===== src/rtl/bcd_count_ctrl_if.sv =====
// rtl/bcd_count_ctrl_if.sv - command/status bundle between a front panel and the BCD count controller
interface bcd_count_ctrl_if #(
    parameter int DIGITS = 4
);
    // Commands from the panel side
    logic                  start;
    logic                  stop;
    logic                  clear;
    logic                  load;
    logic [4*DIGITS-1:0]   load_value;
    logic                  up_down;

    // Status back to the display side
    logic [4*DIGITS-1:0]   count;
    logic                  running;
    logic                  tc;
    logic                  done;

    modport master (
        output start, stop, clear, load, load_value, up_down,
        input  count, running, tc, done
    );

    modport slave (
        input  start, stop, clear, load, load_value, up_down,
        output count, running, tc, done
    );
endinterface


===== src/rtl/bcd_count_ctrl.sv =====
// rtl/bcd_count_ctrl.sv - run/pause/clear controller and single-cycle ripple sequencer for a BCD counter chain
module bcd_count_ctrl #(
    parameter int DIGITS   = 4,
    parameter int TICK_DIV = 1,
    parameter int WRAP     = 1
) (
    input  logic               clk,
    input  logic               reset,
    bcd_count_ctrl_if.slave    bus
);
    localparam int          W        = 4 * DIGITS;
    localparam logic [15:0] PRE_LAST = 16'(TICK_DIV - 1);

    localparam logic [1:0] ST_IDLE  = 2'd0;
    localparam logic [1:0] ST_RUN   = 2'd1;
    localparam logic [1:0] ST_PAUSE = 2'd2;
    localparam logic [1:0] ST_DONE  = 2'd3;

    logic [1:0]   state_q, state_d;
    logic [W-1:0] count_q, count_d;
    logic [15:0]  pre_q,   pre_d;
    logic         tc_q,    tc_d;

    logic [W-1:0] load_clamped;
    logic [W-1:0] stepped;
    logic [W-1:0] nines;
    logic         at_term;
    logic         lands_term;
    logic         step_due;

    // Parallel load value with any out-of-range nibble forced to 9 so count stays BCD
    always_comb begin
        load_clamped = '0;
        for (int i = 0; i < DIGITS; i++) begin
            if (bus.load_value[4*i +: 4] > 4'd9) begin
                load_clamped[4*i +: 4] = 4'd9;
            end else begin
                load_clamped[4*i +: 4] = bus.load_value[4*i +: 4];
            end
        end
    end

    // One-step ripple across all digits; at_term means the carry/borrow ran off the top
    always_comb begin : p_ripple
        logic carry;
        carry   = 1'b1;
        stepped = count_q;
        nines   = '0;
        for (int i = 0; i < DIGITS; i++) begin
            nines[4*i +: 4] = 4'd9;
            if (carry) begin
                if (bus.up_down) begin
                    if (count_q[4*i +: 4] == 4'd9) begin
                        stepped[4*i +: 4] = 4'd0;
                    end else begin
                        stepped[4*i +: 4] = count_q[4*i +: 4] + 4'd1;
                        carry             = 1'b0;
                    end
                end else begin
                    if (count_q[4*i +: 4] == 4'd0) begin
                        stepped[4*i +: 4] = 4'd9;
                    end else begin
                        stepped[4*i +: 4] = count_q[4*i +: 4] - 4'd1;
                        carry             = 1'b0;
                    end
                end
            end
        end
        at_term    = carry;
        lands_term = bus.up_down ? (stepped == nines) : (stepped == '0);
    end

    assign step_due = (state_q == ST_RUN) && (pre_q == PRE_LAST);

    // Command decode (clear > load > stop > start) and run-time stepping
    always_comb begin
        state_d = state_q;
        count_d = count_q;
        pre_d   = pre_q;
        tc_d    = 1'b0;
        if (bus.clear) begin
            state_d = ST_IDLE;
            count_d = '0;
            pre_d   = '0;
        end else if (bus.load) begin
            state_d = ST_IDLE;
            count_d = load_clamped;
            pre_d   = '0;
        end else begin
            case (state_q)
                ST_IDLE: begin
                    if (bus.start) begin
                        state_d = ST_RUN;
                        pre_d   = '0;
                    end
                end
                ST_PAUSE: begin
                    // prescaler is left as it was so the resumed step keeps its phase
                    if (bus.start) begin
                        state_d = ST_RUN;
                    end
                end
                ST_RUN: begin
                    if (step_due) begin
                        pre_d = '0;
                        if (WRAP != 0) begin
                            count_d = stepped;
                            tc_d    = at_term;
                        end else if (at_term) begin
                            // started while already sitting on the terminal value
                            tc_d    = 1'b1;
                            state_d = ST_DONE;
                        end else begin
                            count_d = stepped;
                            if (lands_term) begin
                                tc_d    = 1'b1;
                                state_d = ST_DONE;
                            end
                        end
                    end else begin
                        pre_d = pre_q + 16'd1;
                    end
                    // the RUN cycle still advances the prescaler; reaching DONE wins over a pause
                    if (bus.stop && (state_d == ST_RUN)) begin
                        state_d = ST_PAUSE;
                    end
                end
                default: begin
                    // DONE: held until clear or load
                end
            endcase
        end
    end

    // State, count, prescaler and terminal pulse registers
    always_ff @(posedge clk or negedge reset) begin
        if (!reset) begin
            state_q <= ST_IDLE;
            count_q <= '0;
            pre_q   <= '0;
            tc_q    <= 1'b0;
        end else begin
            state_q <= state_d;
            count_q <= count_d;
            pre_q   <= pre_d;
            tc_q    <= tc_d;
        end
    end

    assign bus.count   = count_q;
    assign bus.running = (state_q == ST_RUN);
    assign bus.done    = (state_q == ST_DONE);
    assign bus.tc      = tc_q;

endmodule


===== src/flat_wrapper.sv =====
// flat-port wrapper written by rule: the top's interface ports become plain ports
module bcd_count_ctrl_flat 
#(
    parameter int DIGITS   = 4,
    parameter int TICK_DIV = 1,
    parameter int WRAP     = 1
)
  (clk, reset, bus_start, bus_stop, bus_clear, bus_load, bus_load_value, bus_up_down, bus_count, bus_running, bus_tc, bus_done);
  bcd_count_ctrl_if #(.DIGITS(DIGITS)) bus_i ();
  input  logic clk;
  input  logic reset;
  input wire logic [$bits(bus_i.start)-1:0] bus_start;
  input wire logic [$bits(bus_i.stop)-1:0] bus_stop;
  input wire logic [$bits(bus_i.clear)-1:0] bus_clear;
  input wire logic [$bits(bus_i.load)-1:0] bus_load;
  input wire logic [$bits(bus_i.load_value)-1:0] bus_load_value;
  input wire logic [$bits(bus_i.up_down)-1:0] bus_up_down;
  output wire logic [$bits(bus_i.count)-1:0] bus_count;
  output wire logic [$bits(bus_i.running)-1:0] bus_running;
  output wire logic [$bits(bus_i.tc)-1:0] bus_tc;
  output wire logic [$bits(bus_i.done)-1:0] bus_done;
  assign bus_i.start = bus_start;
  assign bus_i.stop = bus_stop;
  assign bus_i.clear = bus_clear;
  assign bus_i.load = bus_load;
  assign bus_i.load_value = bus_load_value;
  assign bus_i.up_down = bus_up_down;
  assign bus_count = bus_i.count;
  assign bus_running = bus_i.running;
  assign bus_tc = bus_i.tc;
  assign bus_done = bus_i.done;
  bcd_count_ctrl #(.DIGITS(DIGITS), .TICK_DIV(TICK_DIV), .WRAP(WRAP)) u_core (.clk(clk), .reset(reset), .bus(bus_i));
endmodule

===== config.mk =====
export PLATFORM = sky130hd
export DESIGN_NAME = bcd_count_ctrl_flat
export DESIGN_NICKNAME = d
export VERILOG_FILES = /design/src/rtl/bcd_count_ctrl_if.sv /design/src/rtl/bcd_count_ctrl.sv /design/src/flat_wrapper.sv
export SDC_FILE = /design/constraint.sdc
export NUM_CORES = 1
export LEC_CHECK = 0
export ABC_AREA = 1
export BUFFER_PORTS_ARGS = -buffer_cell sky130_fd_sc_hd__buf_2
export CORE_ASPECT_RATIO = 1.25
export CORE_MARGIN = 4
export CORE_UTILIZATION = 50
export DETAILED_ROUTE_END_ITERATION = 7
export PLACE_DENSITY = 0.68
export SLEW_MARGIN = 0
export SYNTH_ARGS = -nofsm -noshare
export SYNTH_HDL_FRONTEND = slang
export SYNTH_SLANG_ARGS = --single-unit

===== constraint.sdc =====
create_clock -name clk -period 2.2 [get_ports clk]
set_input_delay 0.22 -clock clk [delete_from_list [all_inputs] [get_ports clk]]
set_output_delay 0.22 -clock clk [all_outputs]
set_load 0.01 [all_outputs]

## Word level (Yosys, flattened, before mapping)

Cells that the tools add are included.
Widths: inputs -> output; s select.

- Add/sub/neg operators: 9
- Order comparisons: 4
- Eq/ne operators: 10
- Mux-type cells: 55
- Reduce and logical (&&, ||, !) cells: 22

Operators with widths:

| cell | number |
|---|---|
| $mux 16 | 8 |
| $mux 4 | 19 |
| $pmux 16 s2 | 1 |
| $mux 1 | 19 |
| $add 16x1->16 const B | 1 |
| $add 4x1->4 const B | 4 |
| $eq 4x4->1 const B | 4 |
| $gt 4x4->1 const B | 4 |
| $logic_not 16->1 | 1 |
| $logic_not 4->1 | 4 |
| $sub 4x1->4 const B | 4 |
| $reduce_bool 3->1 | 5 |
| $mux 2 | 7 |
| $reduce_and 3->1 | 3 |
| $reduce_bool 4->1 | 2 |
| $reduce_and 2->1 | 3 |
| $eq 2x1->1 const B | 2 |
| $eq 2x2->1 const B | 2 |
| $ne 4x1->1 const B | 1 |
| $ne 4x4->1 const B | 1 |
| $pmux 2 s2 | 1 |
| $logic_and 1x1->1 | 2 |
| $logic_not 2->1 | 1 |
| $reduce_or 2->1 | 1 |

- Register bits after elaboration: 35

## Longest topological paths before layout

- Depth after elaboration: 10
- Gate-level depth with buffers: 12
- Mapped depth without buffers: 12

## Worst setup path before layout

No wires, ideal clock.

- Kind: reg2reg
- Start point: reg u_core.count_q[8], in the netlist u_core.bus.count[8]
- End point: reg u_core.count_q[12], in the netlist u_core.bus.count[12]
- Arrival: 1.426 ns
- Slack: 0.646 ns
- Stages on the path, launching flop included: 12
- Buffers on the path: 0
- Clock period less this slack: 1.554 ns
- Path through: dfrtp_1 inv_1 ha_1 inv_1 nor2_1 nand2_1 nand2_1 nand2_1 nor2_4 nand2_2 nand2_4 o21ai_0

- Word-level cells in the longest chain between the ends: 6

Ends and longest elaborated chain:

| what | line | text |
|---|---|---|
| start: declaration | bcd_count_ctrl.sv:20 | `logic [W-1:0] count_q, count_d;` |
| start signal: assignment | bcd_count_ctrl.sv:144 | `count_q <= count_d;` |
| $eq 4x4->1 or $logic_not 4->1 (tied branches) | bcd_count_ctrl.sv:53, bcd_count_ctrl.sv:60 |  |
| $mux 1, on equally long branches | bcd_count_ctrl.sv:53, bcd_count_ctrl.sv:60 |  |
| $mux 1 (*) | bcd_count_ctrl.sv:52 | `if (bus.up_down) begin` |
| $mux 1 (*) | bcd_count_ctrl.sv:51 | `if (carry) begin` |
| $reduce_bool 3->1 (no line) (*) | n/a |  |
| $reduce_and 3->1 (no line) (*) | n/a |  |

Mark *: on every way between the ends. The rest lies on a longest branch, timed or not.
A chain may end at the register's enable or synchronous reset.

## Worst setup path in the final report

- Start point: reg u_core.count_q[8], in the netlist u_core.bus.count[8]
- End point: reg u_core.count_q[15], in the netlist u_core.bus.count[15]

Same word-level chain as after synthesis.

==> reports/metrics.cfg <==
[sta]
period_share_pct=79.8
hold_viol=0
fmax_mhz=570
worstMarginPinSlew_ns=0.805
tns_ns=0
final_max_slew_viol_count=0
slew_headroom_pct=46.3
fin_skew_ns=0.00608
setup_viol_count_final=0
fin_ws_ns=0.444
rsz0062_at_grt=false
min_period_ns=1.76

[die]
die_w_um=77.1
dieArea_um2=7270
pin_count=42
die_h_um=94.3
floorplan.initialDensity_pct=51.6
coreArea_um2=5780
fp-row-count=31

[global_routing]
grt_pass1_vias=2757
grt_max_degree=36
gr-usage-all-layers_pct=20.7
antenna_found_initial=0
grt_pass1_wl_um=12300
overflow=0

[final_layout]
areaGrowthSynthToFinish_pct=9.78
nFillCells=570
insertedDiodeCount=0
fin_nets=516
layout.cells.non_filler=546
multi_input_area_um2=1830
ff_latch_area_um2=876
post-route-util_pct=56.6
drive_above_1_share_pct=19.0

[min_path]
hp-class=primary input to asynchronous set/reset pin

[synthesis]
synth_xor_area_share_pct=2.35
async_flop_share_pct=100
ys.flop_type=dfrtp_1
muxShareOfSynthArea_pct=0
synthCells=442
netlist_area_um2=2980
yosysWarnings=0
synth_largest_area_cell=dfrtp_1
synth_cell_types=33
synth_common_cells=nand2_1 (131), nor2_1 (45), inv_1 (40), nand3_1 (40), dfrtp_1 (35)
synth-compound-area-share_pct=10.6
synth_edf_count=0
avgSynthCellArea_um2=6.74
synthSimpleGateAreaFrac_pct=42.7
ys_ff_latch=35
yosys.area.top_type_share_pct=29.4
synth_top_family_by_area=simple AND/OR/NAND/NOR gates
syn-num-nets=479
synth_fa_ha_area_share_pct=5.88
synth.top_cells.by_area=dfrtp_1 (29%), nand2_1 (16%), nand3_1 (6.7%)
synth-seq-area-share_pct=29.4
synth_most_common_cell=nand2_1

[clock_tree]
h-tree-depth=2
clkSlewWorstSetupHoldPaths_ns=0.08
cts_hold_buf=0
cts_made_buffers=5
cts_sinks=35
post_cts_buffers=0
clk_latency_ns=0.28
clockBufferDepth=2
cts_tree=built
clock-root-buffer=clkbuf_8
postCtsResizedCells=0

[worst_setup_path]
max_stage_delay_ns=0.48
rr_worst_depth=12
crit_arrival_ns=1.98
cp-end-kind=flip-flop
worstSetupPathType=flip-flop to flip-flop
path_buf_inv=2
r2r-end=u_core.bus.count[15]$_DFFE_PN0P_
path_max_fanout=7
crit_required_ns=2.43
critPathLaunchType=flip-flop
path_cells=inv_1, ha_1, inv_1, nor2_1, nand2_1, nand2_1, nand2_1, nor2_4, nand2_2, nand2_4, nand3_1, nand2_1
r2r_slack_ns=0.44
cp_common_cell=nand2_1
crit_family=simple AND/OR/NAND/NOR gates
slowest_stage=dfrtp_1
r2r_start=u_core.bus.count[8]$_DFFE_PN0P_

[placement]
post-dp-hpwl_um=5460
placedCellCount=538
pre_cts_slack_ns=0.476
gp_congestion=0.879
portBuffers=41

[run]
cap_violations=0

[routing]
routedWlPerCell_um=13.0
antenna_left=0
dr.first_iter.drc_count=109
first_pass_iters=5
drc=0
drt-vias-per-instance=5.37
num_vias=2931
drt-total-wl_um=7090

[power_and_ir_drop]
leakagePower_nw=1.71
finalPower_mw=1.75
p_per_area_nw_per_um2=534
ir_worst_vdd_mv=0.312

[outcome]
status=finished, final reports clean

## layer usage
| layer | wire (µm) | vias up | part of all wire [%] | GRT usage (%) |
|---|---|---|---|---|
| li1 | - | 1496 | - | - |
| met1 | 3120 | 1351 | 44 | 24.5 |
| met2 | 3610 | 73 | 51 | 38.3 |
| met3 | 229 | 11 | 3.2 | 2.50 |
| met4 | 129 | 0 | 1.8 | 7.72 |
| met5 | 0 | - | 0 | 0 |
## area by class of cell
cell class / count / share of cell area (%)
Inverter: 49 / 5.93
Clock inverter: 1 / 0.153
Clock buffer: 7 / 2.33
Tap cell: 66 / 2.52
Timing Repair Buffer: 41 / 6.27
Sequential cell: 35 / 26.8
Multi-Input combinational cell: 347 / 56.0
## metrics by stage
stage,hold WS (ns),cell area [µm²]
2_1_floorplan,-0.0756,2980
3_3_place_gp,0.364,3190
3_5_place_dp,0.363,3190
4_1_cts,0.0536,3270
5_1_grt,0.0861,3270
6_report,0.0244,3270
## kinds of logic after synthesis
| group | count (synthesis) |
|---|---|
| buf+inv | 60 |
| xor+xnor | 8 |
| fa+ha+maj | 14 |
| simple gates | 266 |
| compound gates | 59 |
| flops | 35 |
## worst max path at each step
stage / from / end / slack (ns) / depth (start not counted)
2_1_floorplan: u_core.bus.count[8]$_DFFE_PN0P_ / u_core.bus.count[12]$_DFFE_PN0P_ / 0.65 / 11
3_3_place_gp: u_core.bus.count[8]$_DFFE_PN0P_ / u_core.bus.count[12]$_DFFE_PN0P_ / 0.52 / 11
3_5_place_dp: u_core.bus.count[8]$_DFFE_PN0P_ / u_core.bus.count[12]$_DFFE_PN0P_ / 0.48 / 11
4_1_cts: u_core.bus.count[8]$_DFFE_PN0P_ / u_core.bus.count[12]$_DFFE_PN0P_ / 0.47 / 11
5_1_grt: u_core.bus.count[8]$_DFFE_PN0P_ / u_core.bus.count[14]$_DFFE_PN0P_ / 0.24 / 12
6_report: u_core.bus.count[8]$_DFFE_PN0P_ / u_core.bus.count[15]$_DFFE_PN0P_ / 0.44 / 12
## report_power, final
| part | switching, mW | internal, mW | total (mW) |
|---|---|---|---|
| combinational | 0.335 | 0.194 | 0.529 |
| clock | 0.237 | 0.223 | 0.460 |
| sequential | 0.0773 | 0.682 | 0.759 |
## cell usage in the layout (no fill, tap or decap), types with 6 or more instances in the layout
| cell | synthesis | final |
|---|---|---|
| nand2_1 | 131 | 131 |
| nor2_1 | 45 | 45 |
| buf_2 | 5 | 41 |
| inv_1 | 40 | 40 |
| nand3_1 | 40 | 40 |
| dfrtp_1 | 35 | 35 |
| o21ai_0 | 20 | 20 |
| a21oi_1 | 19 | 19 |
| ha_1 | 14 | 14 |
| nand2_2 | 11 | 11 |
| nand4_1 | 9 | 9 |
| o21ai_1 | 9 | 9 |
| nor2_4 | 7 | 7 |
| xor2_1 | 7 | 7 |
| inv_2 | 6 | 6 |
| nor2_2 | 6 | 6 |
| nand2_4 | 6 | 6 |
## registers in the layout, summed over array words and instances, names as in the netlist
signal and flops:
u_core.bus.tc 1, u_core.bus.count 16, u_core.pre_q 16, u_core.state_q 2
Power figures use the tool's default switching activity.
